`src/rtl/conv_frame_encoder_if.sv`:
```
// Frame-level handshake and result bus of the convolutional frame encoder.
// The master issues frames; the slave (encoder) returns symbols and traces.
interface conv_frame_encoder_if #(
   parameter int FRAME_LEN = 11,
   parameter int NS_STEPS  = 13,
   parameter int SW        = 2
) ();

   logic                     Start;
   logic [FRAME_LEN-1:0]     Data_In;
   logic                     Busy;
   logic                     Done;
   logic [1:0]               Y_Out;
   logic                     Y_Valid;
   logic [2*NS_STEPS-1:0]    Encoded_Out;
   logic [SW*NS_STEPS-1:0]   PS_Out;
   logic [SW*NS_STEPS-1:0]   NS_Out;

   modport master (
      output Start, Data_In,
      input  Busy, Done, Y_Out, Y_Valid, Encoded_Out, PS_Out, NS_Out
   );

   modport slave (
      input  Start, Data_In,
      output Busy, Done, Y_Out, Y_Valid, Encoded_Out, PS_Out, NS_Out
   );

endinterface

```
`src/rtl/conv_frame_encoder.sv`:
```
// Rate-1/2 feedforward convolutional encoder: encodes one parallel frame LSB
// first from the zero state, optionally terminated with K-1 zero tail bits.
module conv_frame_encoder #(
   parameter int             FRAME_LEN = 11,
   parameter int             K         = 3,
   parameter logic [K-1:0]   G0        = 3'b111,
   parameter logic [K-1:0]   G1        = 3'b101,
   parameter int             TAIL      = 1,
   localparam int            SW        = K - 1,
   localparam int            NS_STEPS  = FRAME_LEN + TAIL * (K - 1)
) (
   input  logic                  Clk,
   input  logic                  Rst,
   conv_frame_encoder_if.slave   bus
);

   // One extra count bit keeps the counter at least one bit wide for 1-step frames.
   localparam int CW = $clog2(NS_STEPS + 1);

   typedef enum logic [1:0] {
      S_IDLE = 2'd0,
      S_RUN  = 2'd1,
      S_DONE = 2'd2
   } state_e;

   state_e                fsm;
   logic [FRAME_LEN-1:0]  data_sh;
   logic [SW-1:0]         enc_state;
   logic [CW-1:0]         step;

   logic [K-1:0]          v;
   logic                  y0;
   logic                  y1;
   logic                  last_step;

   // The frame shifts right each step, so zeros enter from the top and
   // supply the tail bits without a separate multiplexer.
   always_comb begin
      v         = {data_sh[0], enc_state};
      y0        = ^(v & G0);
      y1        = ^(v & G1);
      last_step = (step == CW'(NS_STEPS - 1));
   end

   // NOTE: every register here is updated with <= so all of them sample the
   // pre-edge values of each other; the trace registers are plain flops (not a
   // memory), so clearing them on reset is legal and cheap.
   always_ff @(posedge Clk) begin
      if (Rst) begin
         fsm             <= S_IDLE;
         data_sh         <= '0;
         enc_state       <= '0;
         step            <= '0;
         bus.Busy        <= 1'b0;
         bus.Done        <= 1'b0;
         bus.Y_Out       <= 2'b00;
         bus.Y_Valid     <= 1'b0;
         bus.Encoded_Out <= '0;
         bus.PS_Out      <= '0;
         bus.NS_Out      <= '0;
      end else begin
         bus.Y_Valid <= 1'b0;
         bus.Done    <= 1'b0;
         case (fsm)
            S_IDLE: begin
               if (bus.Start) begin
                  data_sh         <= bus.Data_In;
                  enc_state       <= '0;
                  step            <= '0;
                  bus.Encoded_Out <= '0;
                  bus.PS_Out      <= '0;
                  bus.NS_Out      <= '0;
                  bus.Busy        <= 1'b1;
                  fsm             <= S_RUN;
               end
            end

            S_RUN: begin
               bus.Encoded_Out[2*int'(step) +: 2] <= {y0, y1};
               bus.PS_Out[SW*int'(step) +: SW]    <= enc_state;
               bus.NS_Out[SW*int'(step) +: SW]    <= v[K-1:1];
               bus.Y_Out                          <= {y0, y1};
               bus.Y_Valid                        <= 1'b1;
               enc_state                          <= v[K-1:1];
               data_sh                            <= data_sh >> 1;
               if (last_step) begin
                  bus.Done <= 1'b1;
                  fsm      <= S_DONE;
               end else begin
                  step <= step + 1'b1;
               end
            end

            S_DONE: begin
               bus.Busy <= 1'b0;
               fsm      <= S_IDLE;
            end

            default: fsm <= S_IDLE;
         endcase
      end
   end

endmodule

```
`src/flat_wrapper.sv`:
```
// flat-port wrapper written by rule: the top's interface ports become plain ports
module conv_frame_encoder_flat 
#(
   parameter int             FRAME_LEN = 11,
   parameter int             K         = 3,
   parameter logic [K-1:0]   G0        = 3'b111,
   parameter logic [K-1:0]   G1        = 3'b101,
   parameter int             TAIL      = 1,
   localparam int            SW        = K - 1,
   localparam int            NS_STEPS  = FRAME_LEN + TAIL * (K - 1)
)
  (Clk, Rst, bus_Start, bus_Data_In, bus_Busy, bus_Done, bus_Y_Out, bus_Y_Valid, bus_Encoded_Out, bus_PS_Out, bus_NS_Out);
  conv_frame_encoder_if #(.FRAME_LEN(FRAME_LEN)) bus_i ();
  input  logic Clk;
  input  logic Rst;
  input wire logic [$bits(bus_i.Start)-1:0] bus_Start;
  input wire logic [$bits(bus_i.Data_In)-1:0] bus_Data_In;
  output wire logic [$bits(bus_i.Busy)-1:0] bus_Busy;
  output wire logic [$bits(bus_i.Done)-1:0] bus_Done;
  output wire logic [$bits(bus_i.Y_Out)-1:0] bus_Y_Out;
  output wire logic [$bits(bus_i.Y_Valid)-1:0] bus_Y_Valid;
  output wire logic [$bits(bus_i.Encoded_Out)-1:0] bus_Encoded_Out;
  output wire logic [$bits(bus_i.PS_Out)-1:0] bus_PS_Out;
  output wire logic [$bits(bus_i.NS_Out)-1:0] bus_NS_Out;
  assign bus_i.Start = bus_Start;
  assign bus_i.Data_In = bus_Data_In;
  assign bus_Busy = bus_i.Busy;
  assign bus_Done = bus_i.Done;
  assign bus_Y_Out = bus_i.Y_Out;
  assign bus_Y_Valid = bus_i.Y_Valid;
  assign bus_Encoded_Out = bus_i.Encoded_Out;
  assign bus_PS_Out = bus_i.PS_Out;
  assign bus_NS_Out = bus_i.NS_Out;
  conv_frame_encoder #(.FRAME_LEN(FRAME_LEN), .K(K), .G0(G0), .G1(G1), .TAIL(TAIL)) u_core (.Clk(Clk), .Rst(Rst), .bus(bus_i));
endmodule
```
`config.mk`:
```
export PLATFORM = sky130hd
export DESIGN_NAME = conv_frame_encoder_flat
export DESIGN_NICKNAME = d
export VERILOG_FILES = /design/src/rtl/conv_frame_encoder_if.sv /design/src/rtl/conv_frame_encoder.sv /design/src/flat_wrapper.sv
export SDC_FILE = /design/constraint.sdc
export NUM_CORES = 1
export LEC_CHECK = 0
export CAP_MARGIN = 20
export CORE_MARGIN = 2
export CORE_UTILIZATION = 44
export CTS_CLUSTER_SIZE = 25
export DETAILED_ROUTE_END_ITERATION = 8
export PLACE_DENSITY = 0.75
export SLEW_MARGIN = 20
export SYNTH_ARGS = -nofsm -noshare
export SYNTH_HDL_FRONTEND = slang
export SYNTH_SLANG_ARGS = --single-unit
```
`constraint.sdc`:
```
create_clock -name Clk -period 2.4 [get_ports Clk]
set_clock_uncertainty 0.2 [all_clocks]
set_input_delay 0.6 -clock Clk [delete_from_list [all_inputs] [get_ports Clk]]
set_output_delay 0.6 -clock Clk [all_outputs]
set_load 0.03 [all_outputs]
```
==> results of run 1 <==
worst paths after layout:
| path | cells after the start | slack, ns | end |
|---|---|---|---|
| hold reg to reg | 2 | 0.26 | u_core.bus.NS_Out[15]$_SDFFE_PP0P_ |
| setup / recovery | 6 | 0.13 | u_core.bus.Encoded_Out[2]$_SDFFE_PP0P_ |
| setup reg to reg | 6 | 0.13 | u_core.bus.Encoded_Out[2]$_SDFFE_PP0P_ |
| hold / removal | 2 | 0.26 | u_core.bus.NS_Out[15]$_SDFFE_PP0P_ |
repair_timing:
item                                    4_1_cts  5_1_grt
gates resized for setup                       0        3
hold buffers                                  0        0
endpoints found under the setup margin        0       21
endpoints found under the hold margin         0        0
power breakdown:
group / leakage, nW / internal, mW / switching [mW]
sequential: 0.721 / 1.50 / 0.0207
combinational: 1.25 / 0.136 / 0.194
clock: 0.124 / 0.693 / 0.541
synthesized netlist by cell type, types with 5 or more instances:
cell type  count  area, sq um
dfxtp_1       89         1780
clkbuf_1      17         63.8
a21oi_1       19         95.1
o21ai_0        8         40.0
nor2_1        28          105
nand2b_1       6         37.5
a311oi_1      10         87.6
nand3_1       41          205
inv_1          6         22.5
nand3_2        5         50.1
nor3_1         5         25.0
nand2_1       63          236
o31ai_1        8         60.1
mux2i_1       25          250
or2_2          6         37.5
buf_4         17          128
or3_1          9         56.3
kinds of logic (layout without fill, tap and decap cells):
| kind of cell | Yosys count | count (layout) | share of synthesized area |
|---|---|---|---|
| and+or+nand+nor | 190 | 190 | 0.249 |
| DFF | 89 | 89 | 0.452 |
| AOI/OAI and AO/OA | 67 | 67 | 0.126 |
| buffers and inverters | 47 | 157 | 0.0623 |
| muxes | 30 | 30 | 0.0779 |
| xor gates and xnor gates | 5 | 5 | 0.0200 |
| adders and majority gates | 4 | 4 | 0.0127 |
final cells by class:
cell class	count	area (sq um)
Sequential cell	89	1780
Clock buffer	9	124
Timing Repair Buffer	135	1270
Tap cell	108	135
Clock inverter	7	118
Inverter	6	22.5
Multi-Input combinational cell	296	1930
Fill cell	761	3340
worst max-delay path: cells and delay by family (launching register included):
kind,cells,cell delay (ns)
AND/OR/NAND/NOR,3,0.89
buffers and inverters,1,0.09
adder cells (fa/ha/maj),1,0.46
flip-flops,1,0.42
AO/OA/AOI/OAI,1,0.13
per-stage QoR:
| stage | instances | worst slack (ns) | instance area, sq um |
|---|---|---|---|
| detailed placement | 634 | -0.0124 | 5130 |
| global route | 650 | 0.0153 | 5380 |
| CTS | 650 | 0.0752 | 5370 |
| global placement | 634 | 0.0282 | 5130 |
| finish | 650 | 0.125 | 5380 |
| floorplan | 432 | 0.0147 | 3950 |
per-layer routing:
metal / up-vias / part of all wire
li1: 1716 / -
met1: 1649 / 0.45
met2: 112 / 0.49
met3: 13 / 0.050
met4: 0 / 0.015
met5: - / 0
registers in the layout, summed over array words and instances (netlist names):
signal,cells
u_core.bus.Done,1
u_core.bus.Encoded_Out,26
u_core.fsm,2
u_core.bus.Y_Out,2
u_core.enc_state,2
u_core.step,4
u_core.data_sh,11
u_core.bus.Busy,1
u_core.bus.Y_Valid,1
u_core.bus.NS_Out,26
u_core.bus.PS_Out,13
==> impl_metrics.ini, run 1 <==
[logic_synthesis]
yosysSeqAreaShare = 0.452
synth-seq-cells = 89
synth.distinct_cells = 56
async_reset_ff_frac = 0
yosysWarnings = 0
syn_area_sq_um = 3940
syn_inst = 432
synth_edf_count = 0
syn_avg_cell_area_sq_um = 9.11
syn_nets = 450
ys.flop_type = dfxtp_1

[clock_tree]
h-tree-depth = 3
numCtsBuffers = 9
cts_tree = yes
postCtsSetupBuffers = 0
clk_path_buf_depth = 2
root_buffer = clkbuf_8
clock_sinks = 89
clk_latency_ns = 0.36
clk_pin_slew_ns = 0.09

[sta]
hold_ws_ns = 0.263
setup-tns-final_ns = 0
min_period_ns = 2.27
slew_viol_final = 0
min_period_over_period = 0.948
worst_slew_pin_slew_ns = 0.645
clock.fmax_mhz = 440
setup_viol = 0
relSlewSlack = 0.570
rsz0062_at_grt = no
hold_viol = 0

[final_layout]
drive_gt1_frac = 0.172
mostFrequentLayoutCell = clkdlybuf4s50_1
post-route-util = 0.617
diodes = 0
mostFrequentLayoutCells = clkdlybuf4s50_1 (96), dfxtp_1 (88), nand2_1 (63)
area_growth_syn_to_layout_pct = 36.6
final_nets = 555

[floorplan]
rows = 34
die_x_microns = 98.6
start_util = 0.452
io-pin-count = 97
die_h_microns = 98.6
design.core.area_sq_um = 8720
die_area_sq_um = 9720

[placed_design]
numPortBuffers = 96
dp_hpwl_mm = 7.53
routabilityCongestion = 0.892

[setup_path]
startpoint = u_core.step[1]$_SDFFE_PP0P_
path_cells = inv_1, ha_2, nand2_1, or3_1, or2_2, a21oi_1
slowest_stage = ha_2
crit_path_max_incr_delay_ns = 0.46
cp_max_fo = 10
startpoint_type = flop
worstSetupPathType = reg2reg
worst_setup_path_end_kind = flop
crit_arrival_ns = 2.36
worstPathRequired_ns = 2.49
regToRegStartpoint = u_core.step[1]$_SDFFE_PP0P_

[power]
power_mw = 3.09
vdd_ir_drop_max_uv = 322
power_density_nw_per_um2 = 574
leakage_nw = 2.09

[grt]
grt_pass1_wl_mm = 16.6
grt_pass1_vias = 3350
gr-usage-met3 = 0.0369
grt.met2_usage = 0.354
met1_usage = 0.272
overflow = 0
antenna_found_initial = 0
grt_busiest_layer = met2
grt_start_max_net_pins = 29
grt_util_all_layers = 0.211

[routing]
wirelength_mm = 10.1
vias_per_cell = 5.37
ant_nets = 0
firstDrtPassIters = 4
dr_total_vias = 3490
wl_per_cell_microns = 15.6
drt_iter0_markers = 201
drc = 0

[min_path]
hold_class = reg2reg
min_from = u_core.bus.NS_Out[15]$_SDFFE_PP0P_

[run]
maxCapViolations = 0

[run_status]
status = finished clean
No activity file was read; power rests on OpenSTA's default activity.
==> run 2: changes to the inputs <==
Clock period 2.4 ns to 2 ns, I/O delays scaled along.
==> run 2 against run 1 <==
Effect of this change:
- the flow now finishes with violations (negative setup slack)
- cell count rose by 4.2%
- total power up 19%
- sequential share of layout area fell by 2.5 points
- critical path type unchanged
- clock power rose by 9.8%
- clock-buffer cell count grew 3
- die area did not move
- hold slack lost 0.0013 ns
==> impl_metrics.ini, run 2 (same netlist as run 1, synthesis figures left out) <==
[clock_tree]
root_buffer = clkbuf_8
clk_pin_slew_ns = 0.08
clock_sinks = 89
clk_path_buf_depth = 2
numCtsBuffers = 9
h-tree-depth = 3
clk_latency_ns = 0.35
cts_tree = yes
cts_hold_buf = 0

[sta]
min_period_ns = 2.07
clock.fmax_mhz = 484
fin_ws_ns = -0.0657
worst_slew_pin_slew_ns = 0.431
setup-tns-final_ns = -0.378
setup_viol = 12
rsz0062_at_grt = yes
hold_ws_ns = 0.261
hold_viol = 0
slew_viol_final = 0
min_period_over_period = 1.03
relSlewSlack = 0.711

[final_layout]
fin_area_sq_um = 5850
reg.largest.list = u_core.bus.Encoded_Out: 26 flops, u_core.bus.NS_Out: 26 flops, u_core.bus.PS_Out: 13 flops
drive_gt1_frac = 0.278
diodes = 0
finish.cell_count_without_fillers = 677
mostFrequentLayoutCell = dfxtp_1
area_growth_syn_to_layout_pct = 48.6
final_nets = 582
post-route-util = 0.671
mostFrequentLayoutCells = dfxtp_1 (86), dlygate4sd2_1 (83), nand2_1 (58)

[grt]
grt_pass1_vias = 3560
antenna_found_initial = 0
grt_pass1_wl_mm = 17.1
grt_start_max_net_pins = 30
overflow = 0
grt_util_all_layers = 0.215

[power]
power_mw = 3.68
leakage_nw = 2.66
power_density_nw_per_um2 = 629
vdd_ir_drop_max_uv = 516

[routing]
drc = 0
ant_nets = 0
vias_per_cell = 5.37
firstDrtPassIters = 4
drt_iter0_markers = 159
wirelength_mm = 10.9
dr_total_vias = 3637
wl_per_cell_microns = 16.0

[floorplan]
io-pin-count = 97
die_h_microns = 98.6
start_util = 0.452
design.core.area_sq_um = 8720
rows = 34
die_area_sq_um = 9720
die_x_microns = 98.6

[placed_design]
place_area_sq_um = 5370
numPortBuffers = 96
routabilityCongestion = 0.850
placed_cells = 654
preCtsSetupSlack_ns = -0.317
dp_hpwl_mm = 7.73

[setup_path]
path_cells = buf_4, inv_2, ha_4, xnor2_4, buf_12, nand3_2, or4_1, a21oi_2
cp_max_fo = 6
worstSetupPathType = reg2reg
r2r-end = u_core.bus.PS_Out[18]$_SDFFE_PP0P_
critical-path-top-delay-family = simple AND/OR/NAND/NOR gates
slowest_stage = or4_1
startpoint = u_core.step[0]$_SDFFE_PP0P_
path_buf_inv = 3
worst_setup_path_end_kind = flop
worstPathRequired_ns = 2.09
critical_path_cell_count = 8
startpoint_type = flop
regToRegStartpoint = u_core.step[0]$_SDFFE_PP0P_
crit_arrival_ns = 2.16
setup.worst_path.end = u_core.bus.PS_Out[18]$_SDFFE_PP0P_
crit_path_max_incr_delay_ns = 0.44
r2r_cells = 8
reg2reg_setup_slack_ns = -0.07

[run]
maxCapViolations = 0

[min_path]
hold_class = reg2reg

[run_status]
violations = negative setup slack
status = finished with violations
-- run 2: changes by cell type in the layout (fill, tap and decap cells not counted), sizes merged --
| cell | delta |
|---|---|
| clkdlybuf4s50 | -84 |
| dlygate4sd2 | +83 |
| buf | +27 |
| clkbuf | +3 |
| clkinv | -2 |
| bufinv | -1 |
| clkinvlp | +1 |
| inv | -1 |
| o2111ai | +1 |
-- run 2: worst min-delay path by stage --
stage | depth (start not counted) | slack [ns] | end | start
finish | 2 | 0.26 | u_core.bus.Y_Out[1]$_SDFFE_PP0P_ | u_core.bus.Y_Out[1]$_SDFFE_PP0P_
global route | 2 | 0.28 | u_core.bus.NS_Out[15]$_SDFFE_PP0P_ | u_core.bus.NS_Out[15]$_SDFFE_PP0P_
CTS | 2 | 0.26 | u_core.bus.NS_Out[15]$_SDFFE_PP0P_ | u_core.bus.NS_Out[15]$_SDFFE_PP0P_
detailed placement | 2 | 0.25 | u_core.bus.NS_Out[15]$_SDFFE_PP0P_ | u_core.bus.NS_Out[15]$_SDFFE_PP0P_
global placement | 2 | 0.25 | u_core.bus.PS_Out[4]$_SDFFE_PP0P_ | u_core.bus.PS_Out[4]$_SDFFE_PP0P_
floorplan | 2 | 0.25 | u_core.data_sh[9]$_SDFFE_PP0P_ | u_core.data_sh[10]$_SDFFE_PP0P_
-- run 2: power by group --
part	leakage (nW)	switching, mW	internal (mW)
clock network	0.107	0.605	0.741
registers	0.723	0.0249	1.80
logic	1.83	0.282	0.224
total	2.66	0.912	2.77
-- run 2: what timing repair did --
item                                    CTS  global route
gates resized for setup                  98            50
endpoints found under the setup margin  136            61
cloned                                    0             1
pin swaps                                 7            15
buffers inserted                          3             5
-- run 2: cell type report --
type | instances | area (sq um)
repair buffers | 161 | 1420
inverters | 6 | 22.5
clock inverters | 4 | 76.3
multi-input cells | 297 | 2270
well taps | 108 | 135
clock buffers | 12 | 145
flip-flops and latches | 89 | 1790
fillers | 719 | 2870
-- run 2: tightest hold or removal path: stages, from the launching register on --
cell and delay (ns):
dfxtp_1 0.31, nand2_1 0.05, a21oi_1 0.05
-- run 2: metal layers --
layer	vias to the layer above	global-route usage	wire length [microns]
met5	-	0	0
met4	0	0.0516	74
met3	6	0.0454	601
met2	103	0.381	5570
met1	1756	0.268	4610
li1	1772	-	-
==> run 3: changes to the inputs <==
Settings changed: PLACE_DENSITY 0.75 to 0.73.
==> run 3 against run 2 <==
Effect of this change:
- the run still ends with negative setup slack left
- first-iteration DRC count shrank 0.63%
- clock power is 3% lower
- core utilization grew 0.24 points
- design area increased by 0.36%
- via count about the same
- die area did not move
- fmax decreased by 1.1%
- total power decreased by 0.68%
- combinational power rose by 2%
- wire length grew 0.25%
- register-to-register slack lost 0.02 ns
- hold slack barely moved
- critical path type unchanged
- largest cell class unchanged
==> impl_metrics.ini, run 3 (same netlist as run 1, synthesis figures left out) <==
[setup_path]
worstSetupPathType = reg2reg
worst_setup_path_end_kind = flop
crit_arrival_ns = 2.19
crit_path_max_incr_delay_ns = 0.43
slowest_stage = or4_1
cp_max_fo = 4
path_buf_inv = 0
worstPathRequired_ns = 2.10
path_cells = nor3_4, ha_4, nor3b_4, nand3_2, or4_1, a21oi_2
critical-path-top-delay-family = simple AND/OR/NAND/NOR gates
startpoint_type = flop

[grt]
overflow = 0
grt_pass1_wl_mm = 17.6
grt_util_all_layers = 0.223
grt_start_max_net_pins = 23
antenna_found_initial = 0
grt_pass1_vias = 3628

[final_layout]
drive_gt1_frac = 0.274
mostFrequentLayoutCells = dfxtp_1 (86), dlygate4sd2_1 (83), nand2_1 (63)
final_nets = 590
reg.largest.list = u_core.bus.Encoded_Out: 26 flops, u_core.bus.NS_Out: 26 flops, u_core.bus.PS_Out: 13 flops
area_growth_syn_to_layout_pct = 49.2
finish.cell_count_without_fillers = 685
post-route-util = 0.673
diodes = 0
mostFrequentLayoutCell = dfxtp_1

[floorplan]
rows = 34
die_h_microns = 98.6
design.core.area_sq_um = 8720
die_area_sq_um = 9720
io-pin-count = 97
start_util = 0.452
die_x_microns = 98.6

[routing]
firstDrtPassIters = 4
dr_total_vias = 3638
drc = 0
ant_nets = 0
wl_per_cell_microns = 15.9
vias_per_cell = 5.31
drt_iter0_markers = 158
wirelength_mm = 10.9

[clock_tree]
root_buffer = clkbuf_8
clk_pin_slew_ns = 0.09
numCtsBuffers = 9
cts_tree = yes
h-tree-depth = 3
clk_latency_ns = 0.36
clk_path_buf_depth = 2
clock_sinks = 89
cts_hold_buf = 0

[sta]
worst_slew_pin_slew_ns = 0.444
setup-tns-final_ns = -0.641
rsz0062_at_grt = yes
hold_ws_ns = 0.261
hold_viol = 0
setup_viol = 13
fin_ws_ns = -0.0890
min_period_ns = 2.09
clock.fmax_mhz = 479
min_period_over_period = 1.04
slew_viol_final = 0
relSlewSlack = 0.702

[placed_design]
routabilityCongestion = 0.914
dp_hpwl_mm = 7.79
numPortBuffers = 96
placed_cells = 661

[power]
leakage_nw = 2.69
vdd_ir_drop_max_uv = 423
power_density_nw_per_um2 = 622

[run_status]
status = finished with violations
violations = negative setup slack

[min_path]
hold_class = reg2reg

[run]
maxCapViolations = 0
## run 3: where the power goes
part	switching [mW]	total, mW	internal [mW]
Sequential	0.0241	1.83	1.80
Combinational	0.280	0.514	0.234
Clock	0.653	1.31	0.661
## run 3: cell type report
type,count,area [sq um]
fillers,725,2850
multi-input cells,296,2220
flip-flops and latches,89,1790
repair buffers,170,1500
clock buffers,11,153
well taps,108,135
clock inverters,5,60.1
inverters,6,22.5
## run 3: path summary, 6_finish.rpt
check / from / endpoint / slack (ns) / cells past startpoint
worst max-delay path: u_core.step[0]$_SDFFE_PP0P_ / u_core.bus.PS_Out[18]$_SDFFE_PP0P_ / -0.09 / 6
worst min-delay path: u_core.bus.Encoded_Out[23]$_SDFFE_PP0P_ / u_core.bus.Encoded_Out[23]$_SDFFE_PP0P_ / 0.26 / 2
worst max register to register: u_core.step[0]$_SDFFE_PP0P_ / u_core.bus.PS_Out[18]$_SDFFE_PP0P_ / -0.09 / 6
worst min register to register: u_core.bus.Encoded_Out[23]$_SDFFE_PP0P_ / u_core.bus.Encoded_Out[23]$_SDFFE_PP0P_ / 0.26 / 2
## run 3: timing repair
| item | CTS | global route |
|---|---|---|
| gates cloned | 0 | 0 |
| endpoints found under the setup margin | 132 | 66 |
| buffers inserted | 7 | 5 |
| hold endpoints to repair | 0 | 0 |
| pin swaps | 15 | 18 |
| gates resized for setup | 108 | 39 |
## run 3: routing by layer
metal | up-vias | GRT usage | wire length [microns]
met3 | 24 | 0.0362 | 533
met5 | - | 0 | 0
li1 | 1793 | - | -
met1 | 1716 | 0.284 | 4720
met4 | 0 | 0.0769 | 216
met2 | 105 | 0.386 | 5410
## run 3: metrics by stage
| step | area, sq um | setup slack, ns | power, mW |
|---|---|---|---|
| final | 5870 | -0.0890 | 3.65 |
| after global routing | 5870 | -0.218 | 3.79 |
| after CTS | 5690 | -0.107 | 3.64 |
| after detailed placement | 5420 | -0.332 | 2.32 |
| after global placement | 5420 | -0.311 | 2.31 |
| after floorplan | 4050 | -0.178 | 2.13 |
## run 3: worst reg2reg max path, delay by kind of cell (launching register included)
kind	cells	cell delay, ns
and+or+nand+nor	4	1.11
DFF	1	0.36
adders and majority gates	1	0.25
AOI/OAI and AO/OA	1	0.12
==> RTL edit: new RTL, config.mk and constraints of run 1 <==
Encoding of `state_e`: now one-hot (3 bits for 3 states).
--- a/src/rtl/conv_frame_encoder.sv
+++ b/src/rtl/conv_frame_encoder.sv
@@ -19,6 +19,6 @@
 
-   typedef enum logic [1:0] {
-      S_IDLE = 2'd0,
-      S_RUN  = 2'd1,
-      S_DONE = 2'd2
+   typedef enum logic [2:0] {
+      S_IDLE = 3'b001,
+      S_RUN  = 3'b010,
+      S_DONE = 3'b100
    } state_e;
Check against the original RTL: same outputs for any inputs over 10 cycles, from zero or initial values and one cycle with Rst high; not proved beyond that.
==> RTL edit against run 1 <==
Design area up 1.0%. Area after synthesis up 2.1%. Routed wire length up 8.1%. Total power down 12%. Sequential cell count up 1. Setup slack worse by 0.030 ns. Clock power down 23%. Hold slack about the same. Critical endpoint is now u_core.bus.Encoded_Out[4]$_SDFFE_PP0P_. Largest power group unchanged.
==> RTL edit: results (changes against run 1) <==
[drt]
vias=3696  ; +5.9%
drtIter0Drc=275  ; +37%
wl_per_cell_um=16.5  ; +5.7%
drtPass1Iterations=4  ; unchanged
drt_wl_total_um=11000  ; +8.1%

[final_layout]
nets=569  ; +2.5%
fill_cells=782  ; +2.8%
n_antenna_cell=0  ; unchanged
drive_above_1_share=0.147  ; -0.0244
reg.largest.list=u_core.bus.Encoded_Out (26), u_core.bus.NS_Out (26), u_core.bus.PS_Out (13)

[critical_path]
crit_start=u_core.step[0]$_SDFFE_PP0P_
critPathKind=flop to flop
cp_max_fo=9  ; -1
crit_arrival_ns=2.35
rr_worst_depth=7  ; +1

[grt]
grt_pass1_wl_um=17800  ; +7.5%
grtUsageTotal=0.226  ; +0.0150
grt_pass1_vias=3477  ; +3.8%
grt_max_degree=35  ; +21%
grt-ovfl-total=0  ; unchanged
antenna_found_initial=0  ; unchanged

[placed_design]
place_ws_ns=-0.00700  ; +0.00538 ns
dp_hpwl_um=8030  ; +6.6%
gp_congestion=0.953  ; +6.9%
dp_cells=648  ; +2.2%
io_buffers=96  ; unchanged

[pwr]
p_leak_nw=1.79  ; -14%
peakVddDrop_mv=0.262  ; -19%

[synth]
synth_common_cells=dfxtp_1, a21oi_1, nor2_1, nand2_1, o211ai_1
synth_area_leaders=dfxtp_1, a21oi_1, o211ai_1
synthesis.nets=468  ; +4.0%
synthAdderAreaFrac=0.00934  ; -0.00337
synthMuxAreaShare=0.0473  ; -0.0305
synth_xor_area_frac=0.0165  ; -0.00352
ys_seq_area_frac=0.448  ; -0.00432
async_reset_ff_frac=0  ; unchanged
synth_cells=451  ; +4.4%
synth_cell_types=49  ; -13%
ys_warn_count=0  ; unchanged
synth_compound_area_frac=0.184  ; +0.0584

[run]
drv_cap=0  ; unchanged

[clocking]
path_clk_slew_ns=0.09  ; about the same
clk_latency_ns=0.36  ; about the same
cts.path.max_buffers=2  ; unchanged
numCtsBuffers=9  ; unchanged
htreeDepth=3  ; unchanged
cts_root_buffer=clkbuf_8

[min_path]
min_path_type=flop to flop
whs_path_depth=2  ; unchanged
min_from=u_core.bus.Encoded_Out[9]$_SDFFE_PP0P_

[sta]
slew_viol_final=0  ; unchanged
relSlewSlack=0.579  ; +0.00912
final_hold_viol_count=0  ; unchanged

[outcome]
status=finished, final reports clean

RTL edit: cell count changes after synthesis, moves of 11 or more:
cell	before	now
a21oi_1	19	48
nand2_1	63	37
nand3_1	41	24
nor2_1	28	40
nor4_1	0	11
o211ai_1	2	26
RTL edit: layout make-up:
cell class              instances  area [um2]  area share
multi-input cells             309        2000       0.368
flip-flops and latches         90        1800       0.332
inverters                       5        18.8     0.00345
clock inverters                 6        40.0     0.00737
repair buffers                137        1300       0.239
clock buffers                  10         138      0.0253
well taps                     108         135      0.0249
RTL edit: cells by family (layout without fill, tap and decap cells):
kind of cell,count (synthesis),after routing
AO/OA/AOI/OAI,105,105
XOR/XNOR,5,5
adder cells (fa/ha/maj),3,3
buffers and inverters,52,158
flip-flops,90,90
multiplexers,19,19
AND/OR/NAND/NOR,177,177
RTL edit: worst paths after layout:
check,to,slack [ns]
setup / recovery,u_core.bus.Encoded_Out[4]$_SDFFE_PP0P_,0.1
setup reg to reg,u_core.bus.Encoded_Out[4]$_SDFFE_PP0P_,0.1
hold reg to reg,u_core.bus.Encoded_Out[9]$_SDFFE_PP0P_,0.26
hold / removal,u_core.bus.Encoded_Out[9]$_SDFFE_PP0P_,0.26
RTL edit: timing repair:
| action | in CTS | in global routing |
|---|---|---|
| resized for setup | 1 | 9 |
| buffers inserted | 0 | 1 |
| hold buffers | 0 | 0 |
| pin swaps | 0 | 1 |
| endpoints found under the setup margin | 1 | 41 |
| gates cloned | 0 | 0 |
| endpoints found under the hold margin | 0 | 0 |
RTL edit: per-layer routing:
layer / share of wire / vias to the layer above / global-route usage
met3: 0.053 / 18 / 0.0394
met2: 0.47 / 125 / 0.359
met1: 0.46 / 1741 / 0.306
li1: - / 1812 / -
met4: 0.020 / 0 / 0.0864
met5: 0 / - / 0
RTL edit: stage by stage:
step                setup TNS [ns]  hold slack, ns  total power [W]  cell area [um2]   util
global route                     0           0.289          0.00282             5430  0.617
CTS                              0           0.264          0.00274             5400  0.613
global placement                 0           0.246          0.00180             5210  0.592
finish                           0           0.263          0.00272             5430  0.617
detailed placement        -0.00700           0.249          0.00181             5210  0.592
floorplan                        0           0.248          0.00170             4020      -
RTL edit: report_power, final:
group          internal (W)  leakage (nW)  total (W)  switching [W]
clock network      0.000404        0.0924   0.000947       0.000543
logic              0.000102         0.974   0.000238       0.000137
registers           0.00152         0.728    0.00154      0.0000195
RTL edit: worst max-delay path: stages (launching register included):
cell and delay (ns):
dfxtp_1 0.38, buf_4 0.14, nor3_2 0.04, ha_2 0.19, or2_2 0.36, a211o_1 0.43
o311ai_1 0.34, a21oi_1 0.11
